[src/rtl/touch_press_conditioner_if.sv]
// Connection bundle between the touch-panel side and the press conditioner.
// The conditioner takes the slave view; the panel/consumer side takes the master view.
interface touch_press_conditioner_if;
  logic        raw_valid;
  logic [31:0] raw_data;
  logic        touch_valid;
  logic [31:0] data;
  logic        busy;

  modport master (
    output raw_valid, raw_data,
    input  touch_valid, data, busy
  );

  modport slave (
    input  raw_valid, raw_data,
    output touch_valid, data, busy
  );
endinterface

[src/rtl/touch_press_conditioner.sv]
// Turns a noisy touch-panel stream into one fixed-length touch_valid pulse per press,
// rejecting short glitches and coordinate jitter and holding off until the finger lifts.
//
// state    | meaning
// ---------|----------------------------------------------------------
// IDLE     | no finger; waiting for the first raw sample
// QUAL     | counting consecutive in-window samples around the anchor
// FIRE     | driving touch_valid with the accepted coordinates
// WAIT_REL | pulse done; waiting for a sustained release before re-arming
module touch_press_conditioner #(
  parameter int PRESS_CYC   = 4,
  parameter int JITTER      = 16,
  parameter int OUT_CYC     = 5,
  parameter int RELEASE_CYC = 4
) (
  input  logic                       clk,
  input  logic                       rst,
  touch_press_conditioner_if.slave   bus
);

  localparam int MAX_AB = (PRESS_CYC > OUT_CYC) ? PRESS_CYC : OUT_CYC;
  localparam int MAX_P  = (MAX_AB > RELEASE_CYC) ? MAX_AB : RELEASE_CYC;
  localparam int CW     = $clog2(MAX_P) + 1;

  localparam logic [CW-1:0] CNT_ONE  = CW'(1);
  localparam logic [CW-1:0] PRESS_TC = CW'(PRESS_CYC - 1);
  localparam logic [CW-1:0] OUT_TC   = CW'(OUT_CYC);
  localparam logic [CW-1:0] REL_TC   = CW'(RELEASE_CYC - 1);
  localparam logic [16:0]   JIT_LIM  = 17'(JITTER);

  typedef enum logic [1:0] {IDLE, QUAL, FIRE, WAIT_REL} state_e;

  state_e        state_q;
  logic [31:0]   anchor_q;
  logic [31:0]   data_q;
  logic          touch_valid_q;
  logic          busy_q;
  logic [CW-1:0] qcnt_q;
  logic [CW-1:0] ocnt_q;
  logic [CW-1:0] rcnt_q;

  logic [16:0] raw_x, raw_y, anc_x, anc_y, dx, dy;
  logic        in_window;

  // Differences are taken one bit wider than the axis so 0x0005 vs 0xFFFF cannot wrap.
  always_comb begin
    raw_x     = {1'b0, bus.raw_data[31:16]};
    raw_y     = {1'b0, bus.raw_data[15:0]};
    anc_x     = {1'b0, anchor_q[31:16]};
    anc_y     = {1'b0, anchor_q[15:0]};
    dx        = (raw_x >= anc_x) ? (raw_x - anc_x) : (anc_x - raw_x);
    dy        = (raw_y >= anc_y) ? (raw_y - anc_y) : (anc_y - raw_y);
    in_window = (dx <= JIT_LIM) && (dy <= JIT_LIM);
  end

  always_ff @(posedge clk) begin
    if (rst) begin
      state_q       <= IDLE;
      anchor_q      <= '0;
      data_q        <= '0;
      touch_valid_q <= 1'b0;
      busy_q        <= 1'b0;
      qcnt_q        <= '0;
      ocnt_q        <= '0;
      rcnt_q        <= '0;
    end else begin
      case (state_q)
        IDLE: begin
          if (bus.raw_valid) begin
            anchor_q <= bus.raw_data;
            qcnt_q   <= CNT_ONE;
            busy_q   <= 1'b1;
            if (PRESS_CYC == 1) begin
              data_q        <= bus.raw_data;
              touch_valid_q <= 1'b1;
              ocnt_q        <= CNT_ONE;
              state_q       <= FIRE;
            end else begin
              state_q <= QUAL;
            end
          end
        end
        QUAL: begin
          if (!bus.raw_valid) begin
            state_q <= IDLE;
            busy_q  <= 1'b0;
          end else if (!in_window) begin
            anchor_q <= bus.raw_data;
            qcnt_q   <= CNT_ONE;
          end else if (qcnt_q == PRESS_TC) begin
            data_q        <= anchor_q;
            touch_valid_q <= 1'b1;
            ocnt_q        <= CNT_ONE;
            state_q       <= FIRE;
          end else begin
            qcnt_q <= qcnt_q + CNT_ONE;
          end
        end
        FIRE: begin
          if (ocnt_q == OUT_TC) begin
            touch_valid_q <= 1'b0;
            rcnt_q        <= '0;
            state_q       <= WAIT_REL;
          end else begin
            ocnt_q <= ocnt_q + CNT_ONE;
          end
        end
        WAIT_REL: begin
          // Any touch restarts the release count, so a held finger never re-arms.
          if (bus.raw_valid) begin
            rcnt_q <= '0;
          end else if (rcnt_q == REL_TC) begin
            rcnt_q  <= rcnt_q + CNT_ONE;
            state_q <= IDLE;
            busy_q  <= 1'b0;
          end else begin
            rcnt_q <= rcnt_q + CNT_ONE;
          end
        end
        default: begin
          state_q <= IDLE;
          busy_q  <= 1'b0;
        end
      endcase
    end
  end

  assign bus.touch_valid = touch_valid_q;
  assign bus.data        = data_q;
  assign bus.busy        = busy_q;

endmodule

[src/flat_wrapper.sv]
// flat-port wrapper written by rule: the top's interface ports become plain ports
module touch_press_conditioner_flat 
#(
  parameter int PRESS_CYC   = 4,
  parameter int JITTER      = 16,
  parameter int OUT_CYC     = 5,
  parameter int RELEASE_CYC = 4
)
  (clk, rst, bus_raw_valid, bus_raw_data, bus_touch_valid, bus_data, bus_busy);
  touch_press_conditioner_if bus_i ();
  input  logic clk;
  input  logic rst;
  input wire logic [$bits(bus_i.raw_valid)-1:0] bus_raw_valid;
  input wire logic [$bits(bus_i.raw_data)-1:0] bus_raw_data;
  output wire logic [$bits(bus_i.touch_valid)-1:0] bus_touch_valid;
  output wire logic [$bits(bus_i.data)-1:0] bus_data;
  output wire logic [$bits(bus_i.busy)-1:0] bus_busy;
  assign bus_i.raw_valid = bus_raw_valid;
  assign bus_i.raw_data = bus_raw_data;
  assign bus_touch_valid = bus_i.touch_valid;
  assign bus_data = bus_i.data;
  assign bus_busy = bus_i.busy;
  touch_press_conditioner #(.PRESS_CYC(PRESS_CYC), .JITTER(JITTER), .OUT_CYC(OUT_CYC), .RELEASE_CYC(RELEASE_CYC)) u_core (.clk(clk), .rst(rst), .bus(bus_i));
endmodule
[config.mk]
export PLATFORM = sky130hd
export DESIGN_NAME = touch_press_conditioner_flat
export DESIGN_NICKNAME = d
export VERILOG_FILES = /design/src/rtl/touch_press_conditioner_if.sv /design/src/rtl/touch_press_conditioner.sv /design/src/flat_wrapper.sv
export SDC_FILE = /design/constraint.sdc
export NUM_CORES = 1
export LEC_CHECK = 0
export CAP_MARGIN = 20
export CORE_MARGIN = 3
export CORE_UTILIZATION = 55
export CTS_CLUSTER_DIAMETER = 150
export DETAILED_ROUTE_END_ITERATION = 12
export GPL_TIMING_DRIVEN = 0
export PLACE_DENSITY = 0.78
export SLEW_MARGIN = 10
export SYNTH_ARGS = -nofsm -noshare
export SYNTH_HDL_FRONTEND = slang
export SYNTH_SLANG_ARGS = --single-unit
[constraint.sdc]
create_clock -name clk -period 7.3 [get_ports clk]
set_input_delay 1.825 -clock clk [delete_from_list [all_inputs] [get_ports clk]]
set_output_delay 1.825 -clock clk [all_outputs]
set_load 0.005 [all_outputs]
==> results of run 1 <==
[cell type report]
class,instances,area (sq um)
Multi-Input combinational cell,675,5090
Fill cell,1121,4310
Sequential cell,80,1600
Timing Repair Buffer,67,671
Buffer,62,308
Inverter,79,297
Clock buffer,10,239
Tap cell,172,215
Clock inverter,6,48.8
[worst min-delay path, stage by stage, from the launching register on]
cell and delay, ns:
dfxtp_1 0.31, inv_1 0.06, a221oi_2 0.05
[report_power, final]
part | switching (uW) | internal (uW)
Clock | 205 | 244
Combinational | 272 | 168
Sequential | 10.6 | 448
Total | 487 | 860
[metal layers]
metal  vias to the layer above  part of all wire, %  GRT usage (%)  wire length [um]
met5                         -                    0              0                 0
met2                       228                   46           45.5              9550
met3                        32                  5.4           4.20              1130
met4                         0                  2.3           10.1               480
met1                      3407                   46           39.4              9690
li1                       3476                    -              -                 -
[sequential cells by signal (all words and copies together) (netlist names), named ones only]
| register | cells |
|---|---|
| u_core.bus.busy | 1 |
| u_core.bus.data | 32 |
| u_core.anchor_q | 32 |
| u_core.qcnt_q | 4 |
| u_core.rcnt_q | 4 |
| u_core.bus.touch_valid | 1 |
| u_core.ocnt_q | 4 |
| u_core.state_q | 1 |
[metrics by stage]
stage | hold WS (ns) | setup slack [ns]
3_3_place_gp | 0.461 | 1.15
3_5_place_dp | 0.472 | 1.13
2_1_floorplan | 0.458 | 2.44
5_1_grt | 0.497 | 1.03
4_1_cts | 0.476 | 1.38
6_report | 0.470 | 1.36
[path summary, 6_finish.rpt]
check	start	endpoint	slack [ns]	depth (start not counted)
worst max-delay path	bus_raw_data[28]	u_core.anchor_q[2]	1.36	15
worst min-delay path	u_core.bus.touch_valid	u_core.bus.touch_valid	0.47	2
worst min register to register	u_core.bus.touch_valid	u_core.bus.touch_valid	0.47	2
worst max register to register	u_core.anchor_q[19]	u_core.anchor_q[2]	3.07	13
[cell families after synthesis]
kind of cell    after synthesis
flops                        80
simple gates                228
compound gates              319
mux                          37
fa+ha+maj                    68
buf+inv                     141
xor+xnor                     23
[cell usage after synthesis (all sizes together) (3+ instances only)]
master and n:
o22ai 5, nand2b 6, a21boi 6, xor2 18
nand3b 3, a221o 3, a21oi 69, nor3 19
o221ai 3, and3 8, a31oi 5, nor4 7
or3 8, a211oi 12, o41a 4, a41oi 3
inv 78, o31a 3, nor2 68, a2111oi 3
clkbuf 35, o21ai 38, ha 68, o21bai 5
and2 6, mux2i 36, buf 27, o2111ai 34
o31ai 40, nor2b 10, and4 6, o21a 12
xnor2 5, nand4 8, dfxtp 80, nand2 53
a21o 27, o211ai 12, nand3 15, o211a 7
a221oi 6, a32oi 5
==> impl_results.html, run 1 <==
<table>
<tr><th>Metric</th><th>Value</th></tr>
<tr><th colspan="2">Run status</th></tr>
<tr><td>Run status</td><td>finished, final reports clean</td></tr>
<tr><th colspan="2">Clocking</th></tr>
<tr><td>Number of buffers created by CTS</td><td>9</td></tr>
<tr><td>Clock insertion delay at the later pin of the skew report</td><td>0.35 ns</td></tr>
<tr><td>TritonCTS clock tree</td><td>yes</td></tr>
<tr><td>Count of clock tree sinks</td><td>80</td></tr>
<tr><td>Number of resized instances in the post-cts repair step</td><td>0</td></tr>
<tr><td>Maximum clock insertion buffer count</td><td>2</td></tr>
<tr><td>Cts hold-fix bufs</td><td>0</td></tr>
<tr><td>Clock transition time at the flip-flop clock pins of the worst setup and hold paths</td><td>0.07 ns</td></tr>
<tr><td>H-tree levels</td><td>3</td></tr>
<tr><td>Cell at the root of the clock tree</td><td>clkbuf_16</td></tr>
<tr><td>Number of buffers inserted by post-CTS setup repair</td><td>0</td></tr>
<tr><th colspan="2">Route</th></tr>
<tr><td>Remaining number of nets flagged by the antenna check after routing</td><td>0</td></tr>
<tr><td>Count of unresolved DRC violations after routing</td><td>0</td></tr>
<tr><td>Total via count in the routed design</td><td>7143</td></tr>
<tr><td>Number of design-rule violations left by the first detailed-router iteration</td><td>760</td></tr>
<tr><td>Wire length per cell</td><td>18.1 um</td></tr>
<tr><td>Sum of routed wire length over all layers</td><td>20800 um</td></tr>
<tr><td>Pre-Repair DR Iteration Count</td><td>6</td></tr>
<tr><td>Vias per inst</td><td>6.21</td></tr>
<tr><th colspan="2">Timing</th></tr>
<tr><td>Hold Fails Final Rpt</td><td>0</td></tr>
<tr><td>Max Slew Vio Count</td><td>0</td></tr>
<tr><td>Final critical-path share of the clock period</td><td>81.4%</td></tr>
<tr><td>Achievable clock frequency</td><td>168 MHz</td></tr>
<tr><td>Max transition margin</td><td>36.5%</td></tr>
<tr><td>Finish-stage setup viols</td><td>0</td></tr>
<tr><td>Final clock skew</td><td>0.00780 ns</td></tr>
<tr><td>Sum of negative setup slack</td><td>0 ns</td></tr>
<tr><td>Final Critical Period</td><td>5.94 ns</td></tr>
<tr><td>Transition time at the pin with the least slew margin</td><td>0.953 ns</td></tr>
<tr><td>Setup repair after global routing missed its margin</td><td>no</td></tr>
<tr><th colspan="2">Floorplan</th></tr>
<tr><td>Die W</td><td>121 um</td></tr>
<tr><td>Die boundary height</td><td>121 um</td></tr>
<tr><td>Core Box Area</td><td>0.0128 sq mm</td></tr>
<tr><td>Site Rows</td><td>41</td></tr>
<tr><td>I/O pin cnt</td><td>69</td></tr>
<tr><td>Starting utilization of the core area</td><td>57.1%</td></tr>
<tr><td>Total Die Area</td><td>0.0147 sq mm</td></tr>
<tr><th colspan="2">Worst setup path</th></tr>
<tr><td>CP Cell Sequence</td><td>clkdlybuf4s50_1 -&gt; inv_1 -&gt; ha_1 -&gt; clkbuf_1 -&gt; a21o_1 -&gt; a31oi_1 -&gt; o21ai_1 -&gt; a221o_1 -&gt; nor2_1 -&gt; a41oi_1 -&gt; nor4_2 -&gt; nand2_2 -&gt; clkbuf_1 -&gt; o2111ai_1 -&gt; o31ai_2</td></tr>
<tr><td>Category of the worst setup path launch point</td><td>input port</td></tr>
<tr><td>WP data arrival</td><td>6.14 ns</td></tr>
<tr><td>Highest fanout seen on the critical path</td><td>10</td></tr>
<tr><td>CP Data Required Time</td><td>7.50 ns</td></tr>
<tr><td>Largest stage delay, worst path</td><td>0.57 ns</td></tr>
<tr><td>Top cell by count, worst path</td><td>clkbuf_1</td></tr>
<tr><td>Crit Path Class</td><td>in -&gt; reg</td></tr>
<tr><td>Crit path buf inv count</td><td>4</td></tr>
<tr><td>Cell type of the slowest stage on the worst timing path</td><td>nor4_2</td></tr>
<tr><td>Critical path endpoint category</td><td>flip-flop</td></tr>
<tr><td>Cell family with most CP delay</td><td>compound AO/OA/AOI/OAI gates</td></tr>
<tr><th colspan="2">GRT</th></tr>
<tr><td>Via count of the first global-routing pass</td><td>6760</td></tr>
<tr><td>All-layer global routing usage</td><td>28.5%</td></tr>
<tr><td>Antenna violations before repair</td><td>0</td></tr>
<tr><td>Global-route wire length before repair</td><td>34000 um</td></tr>
<tr><td>Final global-route overflow total</td><td>0</td></tr>
<tr><td>Largest net degree at the start of global routing</td><td>16</td></tr>
<tr><th colspan="2">Yosys</th></tr>
<tr><td>Register area share after synthesis</td><td>22.0%</td></tr>
<tr><td>Flip-flop and latch count after synthesis</td><td>80</td></tr>
<tr><td>Multiplexer share of the synthesized area</td><td>5.10%</td></tr>
<tr><td>Post-synth top flop</td><td>dfxtp_1</td></tr>
<tr><td>Number of distinct library cells after synthesis</td><td>84</td></tr>
<tr><td>Cells after Synth</td><td>896</td></tr>
<tr><td>Ranking of synthesized cells by area</td><td>dfxtp_1, ha_1, o31ai_2, mux2i_1, a21oi_1</td></tr>
<tr><td>Dominant combinational cell family by area after synthesis</td><td>compound AO/OA/AOI/OAI gates</td></tr>
<tr><td>XOR/XNOR Fraction of Synth Area</td><td>2.76%</td></tr>
<tr><td>Net count of the mapped netlist</td><td>999</td></tr>
<tr><td>Number of flops mapped to enable cells by yosys</td><td>0</td></tr>
<tr><td>Yosys warnings</td><td>0</td></tr>
<tr><td>Average instance area after synthesis</td><td>8.14 sq um</td></tr>
<tr><td>Arithmetic-cell share of the synthesized area counting full adders, half adders and majority gates</td><td>11.7%</td></tr>
<tr><td>Share of synthesized registers carrying an async set or reset</td><td>0%</td></tr>
<tr><td>Post-synthesis compound-gate area fraction</td><td>34.0%</td></tr>
<tr><td>Synth area leader</td><td>dfxtp_1</td></tr>
<tr><td>Synthesized cell area</td><td>0.00729 sq mm</td></tr>
<tr><td>Top cell type's share of synthesized area</td><td>22.0%</td></tr>
<tr><td>Fraction of the mapped netlist area in simple logic gates</td><td>16.2%</td></tr>
<tr><th colspan="2">Finish</th></tr>
<tr><td>Post-route cell area</td><td>0.00847 sq mm</td></tr>
<tr><td>Final instance count without filler cells</td><td>1151</td></tr>
<tr><td>Commonest non-fill, non-tap cells in the layout</td><td>dfxtp_1, inv_1, a21oi_1, ha_1</td></tr>
<tr><td>Fraction of the core area covered by cells at the end of the flow</td><td>66.3%</td></tr>
<tr><td>Post-layout nets</td><td>1077</td></tr>
<tr><td>P&amp;R area growth vs syn</td><td>16.1%</td></tr>
<tr><td>Most common library cell in the layout ignoring fill and taps</td><td>dfxtp_1</td></tr>
<tr><td>Layout cells sized above 1</td><td>9.70%</td></tr>
<tr><td>Number of diodes</td><td>0</td></tr>
<tr><th colspan="2">Power and ir drop</th></tr>
<tr><td>Total chip power</td><td>1350 uW</td></tr>
<tr><td>Leakage</td><td>0.00370 uW</td></tr>
<tr><td>Pwr/cell area</td><td>159 mW/mm^2</td></tr>
<tr><td>VDD IR-drop max</td><td>121 uV</td></tr>
<tr><th colspan="2">Placement</th></tr>
<tr><td>Final weighted congestion of routability-driven global placement</td><td>0.963</td></tr>
<tr><td>IO buf count</td><td>67</td></tr>
<tr><td>Detail Placement HPWL</td><td>15800 um</td></tr>
<tr><td>Placed standard-cell area</td><td>0.00818 sq mm</td></tr>
<tr><td>DP Cell Count</td><td>1135</td></tr>
<tr><th colspan="2">Flow run</th></tr>
<tr><td>Number of maximum-capacitance violations</td><td>0</td></tr>
<tr><th colspan="2">Hold path</th></tr>
<tr><td>HP Class</td><td>reg -&gt; reg</td></tr>
</table>
(Power assumes the default switching activity.)
==> run 2, diff against run 1 <==
==> constraint.sdc (replaced) <==
create_clock -name clk -period 5.6 [get_ports clk]
set_input_delay 1.4 -clock clk [delete_from_list [all_inputs] [get_ports clk]]
set_output_delay 1.4 -clock clk [all_outputs]
set_load 0.005 [all_outputs]
==> impl_results.html, run 2 (same netlist as run 1, synthesis figures left out) <==
<table>
<tr><th>Metric</th><th>Value</th></tr>
<tr><th colspan="2">Run status</th></tr>
<tr><td>Run status</td><td>finished, final reports clean</td></tr>
<tr><th colspan="2">Clocking</th></tr>
<tr><td>Cell at the root of the clock tree</td><td>clkbuf_16</td></tr>
<tr><td>Clock insertion delay at the later pin of the skew report</td><td>0.35 ns</td></tr>
<tr><td>Maximum clock insertion buffer count</td><td>2</td></tr>
<tr><td>Cts hold-fix bufs</td><td>0</td></tr>
<tr><td>Count of clock tree sinks</td><td>80</td></tr>
<tr><td>TritonCTS clock tree</td><td>yes</td></tr>
<tr><td>Clock transition time at the flip-flop clock pins of the worst setup and hold paths</td><td>0.06 ns</td></tr>
<tr><td>H-tree levels</td><td>3</td></tr>
<tr><td>Number of buffers created by CTS</td><td>9</td></tr>
<tr><th colspan="2">Hold path</th></tr>
<tr><td>HP Class</td><td>reg -&gt; reg</td></tr>
<tr><th colspan="2">Placement</th></tr>
<tr><td>Pre-CTS WS</td><td>-0.144 ns</td></tr>
<tr><td>IO buf count</td><td>67</td></tr>
<tr><td>Final weighted congestion of routability-driven global placement</td><td>0.963</td></tr>
<tr><td>Placed standard-cell area</td><td>0.00818 sq mm</td></tr>
<tr><td>Detail Placement HPWL</td><td>15800 um</td></tr>
<tr><th colspan="2">Worst setup path</th></tr>
<tr><td>Highest fanout seen on the critical path</td><td>10</td></tr>
<tr><td>Crit Path Class</td><td>in -&gt; reg</td></tr>
<tr><td>CP Data Required Time</td><td>5.80 ns</td></tr>
<tr><td>Category of the worst setup path launch point</td><td>input port</td></tr>
<tr><td>Critical path endpoint category</td><td>flip-flop</td></tr>
<tr><td>WP data arrival</td><td>5.54 ns</td></tr>
<tr><th colspan="2">Route</th></tr>
<tr><td>Remaining number of nets flagged by the antenna check after routing</td><td>0</td></tr>
<tr><td>Pre-Repair DR Iteration Count</td><td>5</td></tr>
<tr><td>Sum of routed wire length over all layers</td><td>20900 um</td></tr>
<tr><td>Vias per inst</td><td>6.21</td></tr>
<tr><td>Count of unresolved DRC violations after routing</td><td>0</td></tr>
<tr><td>Total via count in the routed design</td><td>7150</td></tr>
<tr><td>Wire length per cell</td><td>18.1 um</td></tr>
<tr><td>Number of design-rule violations left by the first detailed-router iteration</td><td>644</td></tr>
<tr><th colspan="2">Power and ir drop</th></tr>
<tr><td>Fraction of power spent switching nets</td><td>36.2%</td></tr>
<tr><td>Switching component of the power</td><td>639 uW</td></tr>
<tr><td>Share of total power in the clock network</td><td>33.1%</td></tr>
<tr><td>Cell internal pwr</td><td>1120 uW</td></tr>
<tr><td>Pwr/cell area</td><td>207 mW/mm^2</td></tr>
<tr><td>Total chip power</td><td>1760 uW</td></tr>
<tr><td>Leakage</td><td>0.00371 uW</td></tr>
<tr><td>VDD IR-drop max</td><td>158 uV</td></tr>
<tr><td>Combinational fraction of design power</td><td>32.9%</td></tr>
<tr><td>Reg power frac</td><td>33.9%</td></tr>
<tr><th colspan="2">Finish</th></tr>
<tr><td>Most common library cell in the layout ignoring fill and taps</td><td>dfxtp_1</td></tr>
<tr><td>Number of diodes</td><td>0</td></tr>
<tr><td>Layout cells sized above 1</td><td>10.1%</td></tr>
<tr><td>P&amp;R area growth vs syn</td><td>16.5%</td></tr>
<tr><td>Fraction of the core area covered by cells at the end of the flow</td><td>66.5%</td></tr>
<tr><td>Post-layout nets</td><td>1077</td></tr>
<tr><td>Post-route cell area</td><td>0.00850 sq mm</td></tr>
<tr><td>Commonest non-fill, non-tap cells in the layout</td><td>dfxtp_1, inv_1, a21oi_1, ha_1, clkdlybuf4s50_1</td></tr>
<tr><th colspan="2">Timing</th></tr>
<tr><td>Final Critical Period</td><td>5.34 ns</td></tr>
<tr><td>Transition time at the pin with the least slew margin</td><td>0.886 ns</td></tr>
<tr><td>Min setup slack post-route</td><td>0.262 ns</td></tr>
<tr><td>Finish-stage setup viols</td><td>0</td></tr>
<tr><td>Max transition margin</td><td>41.0%</td></tr>
<tr><td>Max Slew Vio Count</td><td>0</td></tr>
<tr><td>Setup repair after global routing missed its margin</td><td>no</td></tr>
<tr><td>Final critical-path share of the clock period</td><td>95.3%</td></tr>
<tr><td>Final clock skew</td><td>0.00700 ns</td></tr>
<tr><td>Hold Fails Final Rpt</td><td>0</td></tr>
<tr><td>Achievable clock frequency</td><td>187 MHz</td></tr>
<tr><th colspan="2">GRT</th></tr>
<tr><td>Antenna violations before repair</td><td>0</td></tr>
<tr><td>M1 GR Usage</td><td>39.4%</td></tr>
<tr><td>Via count of the first global-routing pass</td><td>6760</td></tr>
<tr><td>Final global-route overflow total</td><td>0</td></tr>
<tr><td>GR Layer Usage met3</td><td>4.20%</td></tr>
<tr><td>Most used routing layer</td><td>met2</td></tr>
<tr><td>Global-route track usage on met2</td><td>45.5%</td></tr>
<tr><td>All-layer global routing usage</td><td>28.5%</td></tr>
<tr><td>Global-route wire length before repair</td><td>34000 um</td></tr>
<tr><td>Largest net degree at the start of global routing</td><td>16</td></tr>
<tr><th colspan="2">Flow run</th></tr>
<tr><td>Number of maximum-capacitance violations</td><td>0</td></tr>
<tr><th colspan="2">Floorplan</th></tr>
<tr><td>Die boundary height</td><td>121 um</td></tr>
<tr><td>Die W</td><td>121 um</td></tr>
<tr><td>I/O pin cnt</td><td>69</td></tr>
<tr><td>Starting utilization of the core area</td><td>57.1%</td></tr>
<tr><td>Core Box Area</td><td>0.0128 sq mm</td></tr>
<tr><td>Total Die Area</td><td>0.0147 sq mm</td></tr>
<tr><td>Site Rows</td><td>41</td></tr>
</table>
## run 2: layer usage
| layer | vias up | wire, um |
|---|---|---|
| met2 | 247 | 9530 |
| li1 | 3479 | - |
| met1 | 3385 | 9620 |
| met5 | - | 0 |
| met4 | 0 | 528 |
| met3 | 39 | 1170 |
## run 2: stage by stage
stage / instances / TNS [ns] / hold WS, ns
after global placement: 1135 / -2.59 / 0.461
after floorplan: 896 / 0 / 0.458
after detailed placement: 1135 / -2.84 / 0.472
after global routing: 1151 / 0 / 0.497
final: 1151 / 0 / 0.470
after CTS: 1151 / 0 / 0.476
## run 2: cell type report
class | instances | area, sq um
inverter | 79 | 297
clock buffer | 10 | 239
multi-input combinational | 675 | 5120
sequential | 80 | 1600
buffer | 62 | 309
fill | 1117 | 4270
tap | 172 | 215
clock inverter | 6 | 48.8
timing repair buffer | 67 | 671
## run 2: power by group through the flow
stage	logic [uW]	clock network [uW]	registers, uW
2_1_floorplan	415	0	606
3_3_place_gp	553	0	610
3_5_place_dp	556	0	610
4_1_cts	561	590	598
5_1_grt	639	613	599
6_report	580	584	598
## run 2: worst paths after layout
| check | from | end | slack, ns | cells after the start |
|---|---|---|---|---|
| worst max-delay path | bus_raw_data[17] | u_core.anchor_q[2] | 0.26 | 15 |
| worst min-delay path | u_core.bus.touch_valid | u_core.bus.touch_valid | 0.47 | 2 |
| worst max register to register | u_core.anchor_q[19] | u_core.anchor_q[2] | 1.57 | 13 |
| worst min register to register | u_core.bus.touch_valid | u_core.bus.touch_valid | 0.47 | 2 |
## run 2: worst max-delay path: stages
cell             delay, ns
clkdlybuf4s50_1       0.53
inv_1                 0.06
ha_1                  0.35
nor2b_1               0.20
o31ai_1               0.29
nand2b_1              0.24
a2111o_1              0.46
a32oi_1               0.31
a32oi_1               0.17
nor3_1                0.18
and4b_1               0.29
nand2_1               0.21
clkbuf_1              0.36
o2111ai_1             0.35
o31ai_2               0.13
## run 2: repair_timing
action                                  4_1_cts  5_1_grt
endpoints found under the setup margin        0       38
buffers inserted                              0        0
resized for setup                             0        9
hold endpoints to repair                      0        0
